## src/rtl/tile_renderer.sv

```systemverilog
// Scrolling tile-map renderer: composites player sprites over a RAM-backed map,
// flags collisions, coin pickups (with write-back), out-of-bounds and goal.
module tile_renderer #(
  parameter int unsigned TILE_BITS   = 4,
  parameter int unsigned MAP_W       = 300,
  parameter int unsigned MAP_H       = 54,
  parameter int unsigned H_ACT       = 1440,
  parameter int unsigned V_ACT       = 900,
  parameter int unsigned NUM_PLAYERS = 2,
  parameter int unsigned SPR_SIZE    = 48,
  parameter logic [11:0] SKY_COL     = 12'h2CD,
  parameter logic [11:0] COIN_COL    = 12'hDD2,
  parameter logic [11:0] GOAL_COL    = 12'hF0E,
  parameter logic [11:0] BORDER_COL  = 12'hFFF,
  localparam int unsigned ADDR_W     = $clog2(MAP_W * MAP_H)
) (
  input  logic                      clk,
  input  logic                      rst,
  input  logic [10:0]               draw_x,
  input  logic [9:0]                draw_y,
  input  logic [11:0]               x_shift,
  input  logic [11*NUM_PLAYERS-1:0] spr_x,
  input  logic [10*NUM_PLAYERS-1:0] spr_y,
  input  logic [12*NUM_PLAYERS-1:0] spr_col,
  input  logic                      frame_ack,
  output logic [ADDR_W-1:0]         map_addr,
  output logic                      map_we,
  output logic [11:0]               map_wdata,
  input  logic [11:0]               map_rdata,
  output logic [3:0]                r_out,
  output logic [3:0]                g_out,
  output logic [3:0]                b_out,
  output logic [NUM_PLAYERS-1:0]    col_det,
  output logic [NUM_PLAYERS-1:0]    coin_det,
  output logic [NUM_PLAYERS-1:0]    outbounds,
  output logic                      game_win
);

  localparam int unsigned MAP_BOT = MAP_H << TILE_BITS;
  localparam int unsigned NP      = NUM_PLAYERS;

  localparam logic [1:0] RG_OFF    = 2'd0;
  localparam logic [1:0] RG_BORDER = 2'd1;
  localparam logic [1:0] RG_OFFMAP = 2'd2;
  localparam logic [1:0] RG_MAP    = 2'd3;

  // S0 combinational: tile address, region class and sprite hits
  logic [12:0]       sum_x_c;
  logic [12:0]       col_c;
  logic [9:0]        row_c;
  logic [ADDR_W-1:0] rd_addr_c;
  logic [1:0]        region_c;
  logic [NP-1:0]     hit_c;
  logic [11:0]       spr_rgb_c;
  logic [11:0]       sx_c;
  logic [11:0]       sy_c;

  // Pipeline and output registers
  logic              s1_valid_q,   s1_valid_d;
  logic              s1_stolen_q,  s1_stolen_d;
  logic [1:0]        s1_region_q,  s1_region_d;
  logic [NP-1:0]     s1_hit_q,     s1_hit_d;
  logic              s1_any_q,     s1_any_d;
  logic [11:0]       s1_spr_rgb_q, s1_spr_rgb_d;
  logic [ADDR_W-1:0] s1_addr_q,    s1_addr_d;
  logic [11:0]       rgb_q,        rgb_d;
  logic [NP-1:0]     col_det_q,    col_det_d;
  logic [NP-1:0]     coin_det_q,   coin_det_d;
  logic [NP-1:0]     outbounds_q,  outbounds_d;
  logic              game_win_q,   game_win_d;
  logic              map_we_q,     map_we_d;
  logic [ADDR_W-1:0] wr_addr_q,    wr_addr_d;
  logic [11:0]       map_wdata_q,  map_wdata_d;

  logic [11:0]       tile_c;
  logic [NP-1:0]     col_set_c;
  logic [NP-1:0]     coin_hit_c;
  logic              goal_c;
  logic              coin_wr_c;

  always_comb begin
    sum_x_c   = 13'(draw_x) + 13'(x_shift);
    col_c     = sum_x_c >> TILE_BITS;
    row_c     = draw_y >> TILE_BITS;
    rd_addr_c = ADDR_W'(20'(row_c) * 20'(MAP_W) + 20'(col_c));
    if (12'(draw_x) >= 12'(H_ACT) || 12'(draw_y) >= 12'(V_ACT)) begin
      region_c = RG_OFF;
    end else if (12'(draw_y) >= 12'(MAP_BOT)) begin
      region_c = RG_BORDER;
    end else if (col_c >= 13'(MAP_W)) begin
      region_c = RG_OFFMAP;
    end else begin
      region_c = RG_MAP;
    end
  end

  // Sprite hits; descending scan so the lowest-index player wins the colour
  always_comb begin
    hit_c     = '0;
    spr_rgb_c = '0;
    sx_c      = '0;
    sy_c      = '0;
    for (int i = 0; i < int'(NP); i++) begin
      sx_c     = 12'(spr_x[i*11 +: 11]);
      sy_c     = 12'(spr_y[i*10 +: 10]);
      hit_c[i] = (12'(draw_x) >= sx_c) && (12'(draw_x) < sx_c + 12'(SPR_SIZE)) &&
                 (12'(draw_y) >= sy_c) && (12'(draw_y) < sy_c + 12'(SPR_SIZE));
    end
    for (int i = int'(NP) - 1; i >= 0; i--) begin
      if (hit_c[i]) spr_rgb_c = spr_col[i*12 +: 12];
    end
  end

  // A pixel presented during a write cycle lost its read slot
  always_comb begin
    s1_valid_d   = 1'b1;
    s1_stolen_d  = map_we_q;
    s1_region_d  = region_c;
    s1_hit_d     = hit_c;
    s1_any_d     = |hit_c;
    s1_spr_rgb_d = spr_rgb_c;
    s1_addr_d    = rd_addr_c;
  end

  // S1: classify the tile and form the next rgb/flags/write
  always_comb begin
    case (s1_region_q)
      RG_MAP:    tile_c = map_rdata;
      RG_BORDER: tile_c = BORDER_COL;
      RG_OFFMAP: tile_c = SKY_COL;
      default:   tile_c = 12'h000;
    endcase
    rgb_d      = rgb_q;
    col_set_c  = '0;
    coin_hit_c = '0;
    goal_c     = 1'b0;
    coin_wr_c  = 1'b0;
    if (s1_valid_q && !s1_stolen_q) begin
      if (s1_region_q == RG_OFF)  rgb_d = 12'h000;
      else if (s1_any_q)          rgb_d = s1_spr_rgb_q;
      else                        rgb_d = tile_c;
      if (s1_region_q == RG_MAP) begin
        // A coin read while the previous write is in flight is stale
        if (map_rdata == COIN_COL) begin
          if (!map_we_q) begin
            coin_hit_c = s1_hit_q;
            coin_wr_c  = |s1_hit_q;
          end
        end else if (map_rdata == GOAL_COL) begin
          col_set_c = s1_hit_q;
          goal_c    = |s1_hit_q;
        end else if (map_rdata != SKY_COL) begin
          col_set_c = s1_hit_q;
        end
      end
    end
    col_det_d   = (col_det_q & ~{NP{frame_ack}}) | col_set_c;
    coin_det_d  = coin_hit_c;
    game_win_d  = game_win_q | goal_c;
    map_we_d    = coin_wr_c;
    wr_addr_d   = coin_wr_c ? s1_addr_q : wr_addr_q;
    map_wdata_d = coin_wr_c ? SKY_COL : map_wdata_q;
  end

  always_comb begin
    outbounds_d = '0;
    for (int i = 0; i < int'(NP); i++) begin
      outbounds_d[i] = (12'(spr_y[i*10 +: 10]) + 12'(SPR_SIZE)) >= 12'(MAP_BOT);
    end
  end

  always_ff @(posedge clk) begin
    if (rst) begin
      s1_valid_q   <= 1'b0;
      s1_stolen_q  <= 1'b0;
      s1_region_q  <= RG_OFF;
      s1_hit_q     <= '0;
      s1_any_q     <= 1'b0;
      s1_spr_rgb_q <= '0;
      s1_addr_q    <= '0;
      rgb_q        <= '0;
      col_det_q    <= '0;
      coin_det_q   <= '0;
      outbounds_q  <= '0;
      game_win_q   <= 1'b0;
      map_we_q     <= 1'b0;
      wr_addr_q    <= '0;
      map_wdata_q  <= '0;
    end else begin
      s1_valid_q   <= s1_valid_d;
      s1_stolen_q  <= s1_stolen_d;
      s1_region_q  <= s1_region_d;
      s1_hit_q     <= s1_hit_d;
      s1_any_q     <= s1_any_d;
      s1_spr_rgb_q <= s1_spr_rgb_d;
      s1_addr_q    <= s1_addr_d;
      rgb_q        <= rgb_d;
      col_det_q    <= col_det_d;
      coin_det_q   <= coin_det_d;
      outbounds_q  <= outbounds_d;
      game_win_q   <= game_win_d;
      map_we_q     <= map_we_d;
      wr_addr_q    <= wr_addr_d;
      map_wdata_q  <= map_wdata_d;
    end
  end

  // The RAM address must be combinational to meet the 2-cycle latency
  always_comb begin
    map_addr = rd_addr_c;
    if (rst)           map_addr = '0;
    else if (map_we_q) map_addr = wr_addr_q;
  end

  assign map_we    = map_we_q;
  assign map_wdata = map_wdata_q;
  assign r_out     = rgb_q[11:8];
  assign g_out     = rgb_q[7:4];
  assign b_out     = rgb_q[3:0];
  assign col_det   = col_det_q;
  assign coin_det  = coin_det_q;
  assign outbounds = outbounds_q;
  assign game_win  = game_win_q;

endmodule

```

## config.mk

```make
export PLATFORM = sky130hd
export DESIGN_NAME = tile_renderer
export DESIGN_NICKNAME = d
export VERILOG_FILES = /design/src/rtl/tile_renderer.sv
export SDC_FILE = /design/constraint.sdc
export NUM_CORES = 1
export LEC_CHECK = 0
export ABC_AREA = 1
export CAP_MARGIN = 30
export CORE_UTILIZATION = 52
export DETAILED_ROUTE_END_ITERATION = 8
export PLACE_DENSITY = 0.83
export SKIP_CTS_REPAIR_TIMING = 1
export SYNTH_ARGS = -nofsm -noshare
export SYNTH_HDL_FRONTEND = slang
export SYNTH_SLANG_ARGS = --single-unit
```

## constraint.sdc

```tcl
create_clock -name clk -period 6.1 [get_ports clk]
set_input_delay 1.22 -clock clk [delete_from_list [all_inputs] [get_ports clk]]
set_output_delay 1.22 -clock clk [all_outputs]
set_load 0.01 [all_outputs]
```

* After elaboration in Yosys (flattened, before gate mapping)
Index checks and enable logic that the tools add are counted.
** Storage, ports and cells
- Register bits after elaboration :: 68
- Word-level logic and storage cells :: 88
- Output and inout bits :: 46
** Operators by class
- Reductions and logical operators :: 15
- Equal/unequal tests :: 6
- Add/subtract/negate cells :: 6
- $mul :: 1
- Bitwise logic cells :: 7
- $lt $le $gt $ge :: 14
- Mux-type cells :: 23
** Operators by type and width (number)
- 2-to-1 mux 12 bit :: 4
- one-hot mux 12 bit (3 select lines) :: 1
- 2-to-1 mux 14 bit :: 2
- adder 11 x 6 -> 12 bit, second input constant :: 2
- equality test 12 bit, second input constant :: 2
- < comparator 10 x 12 -> 1 bit :: 2
- < comparator 11 x 12 -> 1 bit :: 2
- adder 10 x 6 -> 11 bit, second input constant :: 2
- >= comparator 11 x 10 -> 1 bit, second input constant :: 2
- >= comparator 11 bit :: 2
- >= comparator 10 bit :: 2
- >= comparator 10 bit, second input constant :: 2
- adder 14 x 9 -> 14 bit :: 1
- adder 11 x 12 -> 13 bit :: 1
- multiplier 6 x 7 -> 12 bit, second input constant :: 1
- != test 12 x 10 -> 1 bit, second input constant :: 1
- >= comparator 11 bit, second input constant :: 1
- 2-to-1 mux 1 bit :: 11
- 2-to-1 mux 2 bit :: 5
- >= comparator 9 bit, second input constant :: 1
- logical AND 1 bit :: 7
- OR reduction 2 bit :: 3
- OR reduction 5 bit :: 1
- equality test 2 bit, second input constant :: 2
- 10 further kinds :: 12

* Depth between registers and ports, before layout
Gate-level depths: netlist of run 1.
- Depth after elaboration :: 7
- Depth in mapped cells :: 22

* Worst setup path before layout of run 1
Ideal clock, no wire load.
- Kind :: in2out
- Start :: input draw_y[8]
- End :: output map_addr[10]
- Slack :: 0.620 ns
- Path buffers :: 0
- Arrival time :: 4.260 ns
- Stages :: 18
- Cell sequence :: ha_1 -> fa_1 -> ha_1 -> ha_1 -> nand2_1 -> nand2_1 -> a31oi_1 -> xor2_1 -> inv_1 -> ha_1 -> inv_1 -> nor2_1 -> inv_1 -> o22ai_1 -> inv_1 -> nand3_1 -> nand2_1 -> o21ai_0
** Between the ends
- Word-level cells in the longest chain between the ends :: 4
** Ends and longest elaborated chain
- start: declaration :: line 20 : input logic [9:0] draw_y,
- multiplier 6 x 7 -> 12 bit :: line 85 : rd_addr_c = ADDR_W'(20'(row_c) * 20'(MAP_W) + 20'(col_c));
- adder 14 x 9 -> 14 bit :: line 85
- 2-to-1 mux 14 bit :: line 212 : else if (map_we_q) map_addr = wr_addr_q;
- 2-to-1 mux 14 bit :: line 211 : if (rst) map_addr = '0;
- end: declaration :: line 26 : output logic [ADDR_W-1:0] map_addr,
Every way passes these cells.

* Final worst setup path of run 1
- Start :: input draw_y[8]
- End :: output map_addr[11]
Same word-level chain as after synthesis.

==> metrics, run 1 <==
outcome=complete, no violations; via density per instance=5.21; placed insts=1290; layout cells sized above 1=10.4%; drt drc=0; Mapped Area=6690 sq um; Initial Util=53.2%; Syn Inst Count=947; Top delay family on crit path=adder cells; Hold Vio Cnt, Final=0; placed wire-length estimate=14100 um; Port Buf Inserts=153; # nets final=1372; synth warn=0; reg2reg start=s1_region_q[1]$_SDFF_PP0_; grt ovf=0; Period Utilization, post-route=97.6%; final WL=18000 um; Clock Latency Late Sink=0.34 ns; mean post-synth cell area=7.06 sq um; Required @ worst endpoint=4.88 ns; CTS sink count=68; f_max=168 MHz; Power Density=222 nW/um^2; CP startpoint kind=input port; Slew Limit Fails=0; Crit. End Element=primary output; final instance area=9050 sq um; WHS Path Cells=2; Max Cap Viol=0; GPL Wtd Cong=0.916; sum of negative setup slack=0 ns; Clock transition at path regs=0.05 ns; CP max FO=4; worst setup path startpoint=draw_y[8]; Hold WC Path Type=register to register; row count=41; I/O pin count=160; vias=6833; Die ar.=13300 sq um; slew margin rel.=45.0%; leakage=4.54 nW; crit path time final=5.95 ns; TritonCTS Buffers=9; antenna violations before repair=1; worst vdd ir=0.112 mV; core area=12600 sq um; DR iter-0 viols=335; placed cell area=8600 sq um; All-Layer GR Usage=26.6%; first-pass GRT wire length=28300 um; met3 GRT Util=4.34%; Seq/Total Area, Yosys=20.3%; hold_sp=s1_addr_q[13]$_SDFF_PP0_; cell breakdown of the critical path=dlymetal6s2s_1 -> ha_1 -> fa_1 -> ha_1 -> ha_4 -> nand2_1 -> nand2_1 -> a31oi_2 -> xor2_1 -> inv_1 -> ha_1 -> buf_4 -> nand2_1 -> nor2_1 -> nand4_1 -> nand2_1 -> inv_1 -> nand3_1 -> nand3_1 -> nand2_1 -> dlymetal6s2s_1; vias in the first global route=6342; Worst Path Buf+Inv=5; M1 GR Usage=32.9%; CTS max path bufs=2; Routed WL per cell=13.7 um; Setup Skew=0.00725 ns; Syn-to-layout area delta=35.3%; die height=115 um; Data arrival, critical path=4.73 ns; Root Driver=clkbuf_16; Post-synth ARST share=0%; cell depth of the worst setup path=21; Most common cell on crit path=nand2_1; drt pass-1 iters=5; final setup fails=0; Primary FF master, synth=dfxtp_1; Least-Margin Pin Slew=0.822 ns; synthesized flop and latch total=68; gr busiest metal=met2; CTS tree=built; antenna viol nets, final=0; worst-case reg-to-reg path depth=9; met2 Usage GRT=46.7%; H-tree depth=3; Die X=115 um; Register-to-Register Setup Slack=4.05 ns; largest net degree at the start of global routing=36; Critical Path Max Stage Delay=0.52 ns; Cell Count, Final, Fillers Out=1311; library cells used by synthesis=55; Crit Path Class=input port to primary output; Post-synth EDFFs=0; CP max-delay cell=fa_1
-- routing by layer --
metal	wire [um]	vias to the layer above
li1	-	3512
met1	7890	3086
met2	8850	194
met3	800	41
met4	476	0
met5	0	-
-- placed cells by master (no fill, tap or decap), drive strengths merged, types with 8 or more instances in the layout --
cell             n
dlymetal6s2s    11
nor3             8
xor2            27
o21ai           43
buf             45
ha             121
nand2          188
a21oi           72
nor2           104
clkdlybuf4s50  141
inv            133
dfxtp           68
nand3           59
nand4           19
clkbuf          11
-- cell usage after synthesis, types with 8 or more instances --
master / instances / share of area, %
nand2_1: 184 / 10
inv_1: 124 / 7.0
ha_1: 121 / 23
nor2_1: 91 / 5.1
dfxtp_1: 68 / 20
a21oi_1: 64 / 4.8
nand3_1: 54 / 4.0
o21ai_0: 39 / 2.9
xor2_1: 27 / 3.5
nand4_1: 19 / 1.8
buf_4: 11 / 1.2
nor2_2: 11 / 1.0
clkbuf_1: 10 / 0.56
inv_2: 9 / 0.50
nor3_1: 8 / 0.60
-- state kept, by name, summed over array words and instances (netlist names) --
name and count:
s1_addr_q 14, wr_addr_q 14, rgb_q 12, s1_spr_rgb_q 12, coin_det 2, col_det 2
outbounds 2, s1_hit_q 2, s1_region_q 2, game_win 1, map_wdata 1, map_we 1
s1_any_q 1, s1_stolen_q 1, s1_valid_q 1
-- worst paths after layout --
path,to
worst max-delay path,map_addr[11]
worst min-delay path,wr_addr_q[13]$_SDFFE_PP0P_
worst max register to register,wr_addr_q[8]$_SDFFE_PP0P_
worst min register to register,wr_addr_q[13]$_SDFFE_PP0P_
-- area by class of cell --
| cell class | instances | area, sq um |
|---|---|---|
| multi-input combinational | 720 | 4770 |
| fill | 1012 | 3520 |
| timing repair buffer | 198 | 1900 |
| sequential | 68 | 1360 |
| inverter | 135 | 507 |
| clock buffer | 10 | 229 |
| tap | 172 | 215 |
| clock inverter | 6 | 65.1 |
| antenna | 2 | 5.00 |
-- per-stage QoR --
step / power, W / utilization (%) / worst slack (ns) / hold WS, ns
final: 0.00201 / 72.0 / 0.146 / 0.453
after CTS: 0.00196 / 70.8 / -0.465 / 0.450
after detailed placement: 0.00146 / 68.4 / -0.452 / 0.441
after global placement: 0.00144 / 68.4 / -0.405 / 0.432
after global routing: 0.00215 / 72.0 / -0.0935 / 0.478
after floorplan: 0.00107 / - / 0.620 / 0.422
-- report_power, final --
| part | internal [W] | total (W) | switching [W] | leakage, nW |
|---|---|---|---|---|
| clock | 0.000316 | 0.000509 | 0.000193 | 0.142 |
| combinational | 0.000465 | 0.000995 | 0.000530 | 3.84 |
| sequential | 0.000488 | 0.000503 | 0.0000152 | 0.554 |
-- worst reg2reg max path, stage by stage (launching register included) --
cell and delay (ns):
dfxtp_1 0.41, ha_1 0.33, inv_1 0.07, nor2_1 0.18, nand2_1 0.08, nor2_1 0.11, buf_4 0.21, inv_1 0.27
nor2_1 0.20, nor2_1 0.07
-- kinds of logic after synthesis --
family,share of synthesized area [%]
other,0.0561
xor gates and xnor gates,4.32
AOI/OAI and AO/OA,14.7
DFF,20.3
adders and majority gates,24.1
and+or+nand+nor,26.3
buffers and inverters,10.1
Power figures use the tool's default switching activity.
==> run 2, diff against run 1 <==
--- a/config.mk
+++ b/config.mk
@@ -6,10 +6,12 @@
 export NUM_CORES = 1
 export LEC_CHECK = 0
 export ABC_AREA = 1
-export CAP_MARGIN = 30
-export CORE_UTILIZATION = 52
+export CELL_PAD_IN_SITES_DETAIL_PLACEMENT = 0
+export CELL_PAD_IN_SITES_GLOBAL_PLACEMENT = 1
+export CORE_UTILIZATION = 36
 export DETAILED_ROUTE_END_ITERATION = 8
-export PLACE_DENSITY = 0.83
+export PLACE_DENSITY_LB_ADDON = 0.1
+export RECOVER_POWER = 25
 export SKIP_CTS_REPAIR_TIMING = 1
 export SYNTH_ARGS = -nofsm -noshare
 export SYNTH_HDL_FRONTEND = slang
==> metrics, run 2 (synthesis gave the netlist of run 1 again) <==
drt pass-1 iters=7; via density per instance=4.76; TritonCTS Buffers=9; Port Buf Inserts=153; crit path time final=5.98 ns; Period Utilization, post-route=98.1%; Setup Skew=0.00712 ns; final worst setup slack=0.117 ns; Initial Util=37.0%; Hold WC Path Type=register to register; first-pass GRT wire length=29900 um; CP startpoint kind=input port; row count=49; Power Density=225 nW/um^2; ant diodes=0; Top delay family on crit path=adder cells; hold_sp=s1_addr_q[4]$_SDFF_PP0_; final setup fails=0; Least-Margin Pin Slew=1.68 ns; I/O pin count=160; Clock transition at path regs=0.05 ns; H-tree depth=3; Crit Path Class=input port to primary output; layout cells sized above 1=11.5%; Cell Count, Final, Fillers Out=1373; leading cell type in the layout, fill and taps excluded=nand2_1; Required @ worst endpoint=4.88 ns; leakage=4.64 nW; outcome=finished with violations; CTS sink count=68; final WL=18100 um; Final Hold Slack=0.451 ns; commonest cells after routing, fill and taps aside=nand2_1 (179), inv_1 (124), clkdlybuf4s50_1 (123); # nets final=1379; antenna viol nets, final=0; Routed WL per cell=13.2 um; Root Driver=clkbuf_16; drt drc=24; vias=6530; placed insts=1357; multi-input combinational cell area=4790 sq um; Clock Latency Late Sink=0.33 ns; largest net degree at the start of global routing=36; DR iter-0 viols=268; Crit. End Element=primary output; Hold Vio Cnt, Final=0; Slew Limit Fails=36; slew margin rel.=-11.7%; placed cell area=8750 sq um; Setup WS pre-CTS=-0.521 ns; CTS tree=built; CTS max path bufs=2; Syn-to-layout area delta=37.8%; CP max FO=4; vias in the first global route=6184; Data arrival, critical path=4.76 ns; die height=138 um; Critical Path Max Stage Delay=0.57 ns; CP max-delay cell=fa_2; Reg area=1360 sq um; worst setup path startpoint=draw_y[5]; reg2reg start=s1_region_q[0]$_SDFF_PP0_; biggest regs=s1_addr_q (14), wr_addr_q (14); Worst Path Buf+Inv=5; Die ar.=19100 sq um; core area=18100 sq um; RSZ-0062 raised after global routing=no; final instance area=9220 sq um; grt ovf=0; Max Cap Viol=1; f_max=167 MHz; All-Layer GR Usage=19.2%; cell breakdown of the critical path=clkdlybuf4s50_1 -> ha_1 -> fa_1 -> inv_1 -> fa_2 -> inv_1 -> ha_1 -> buf_4 -> xor2_1 -> o21ai_1 -> clkdlybuf4s50_1; GPL Wtd Cong=0.825; worst vdd ir=0.144 mV; violated checks=DRC, capacitance limit, slew limit; Fillers=1843; antenna violations before repair=0; placed wire-length estimate=15200 um; Die X=138 um; power consumption=0.00208 W
## run 2: power by group
group | internal, W | total (W) | switching (W)
clock network | 0.000358 | 0.000551 | 0.000194
logic | 0.000486 | 0.00102 | 0.000537
registers | 0.000488 | 0.000502 | 0.0000141
total | 0.00133 | 0.00208 | 0.000744
## run 2: worst paths after layout
path	end	slack [ns]	depth (start not counted)
worst min register to register	wr_addr_q[4]$_SDFFE_PP0P_	0.45	2
worst min-delay path	wr_addr_q[4]$_SDFFE_PP0P_	0.45	2
worst max-delay path	map_addr[6]	0.12	11
worst max register to register	wr_addr_q[8]$_SDFFE_PP0P_	4.16	9
## run 2: layout make-up
cell class	instances	share of cell area (%)
Sequential cell	68	14.8
Tap cell	229	3.11
Timing Repair Buffer	205	21.2
Multi-Input combinational cell	720	52.0
Inverter	135	5.50
Clock inverter	6	0.964
Clock buffer	10	2.48
## run 2: stage by stage
step,utilization [%],setup TNS (ns)
finish,51.0,0
detailed placement,48.4,-3.17
global route,51.0,0
CTS,50.1,-3.20
floorplan,-,0
global placement,48.4,-2.72
## run 2: metal layers
layer	track usage (%)	vias up	wire length [um]
met5	0	-	0
met4	4.08	0	101
met3	2.29	8	460
met2	32.9	102	8510
met1	25.8	2886	9020
li1	-	3534	-
## run 2: tightest hold or removal path, stage by stage (launching register included)
cell and delay (ns):
dfxtp_1 0.30, nor2_1 0.04, nor2_1 0.08
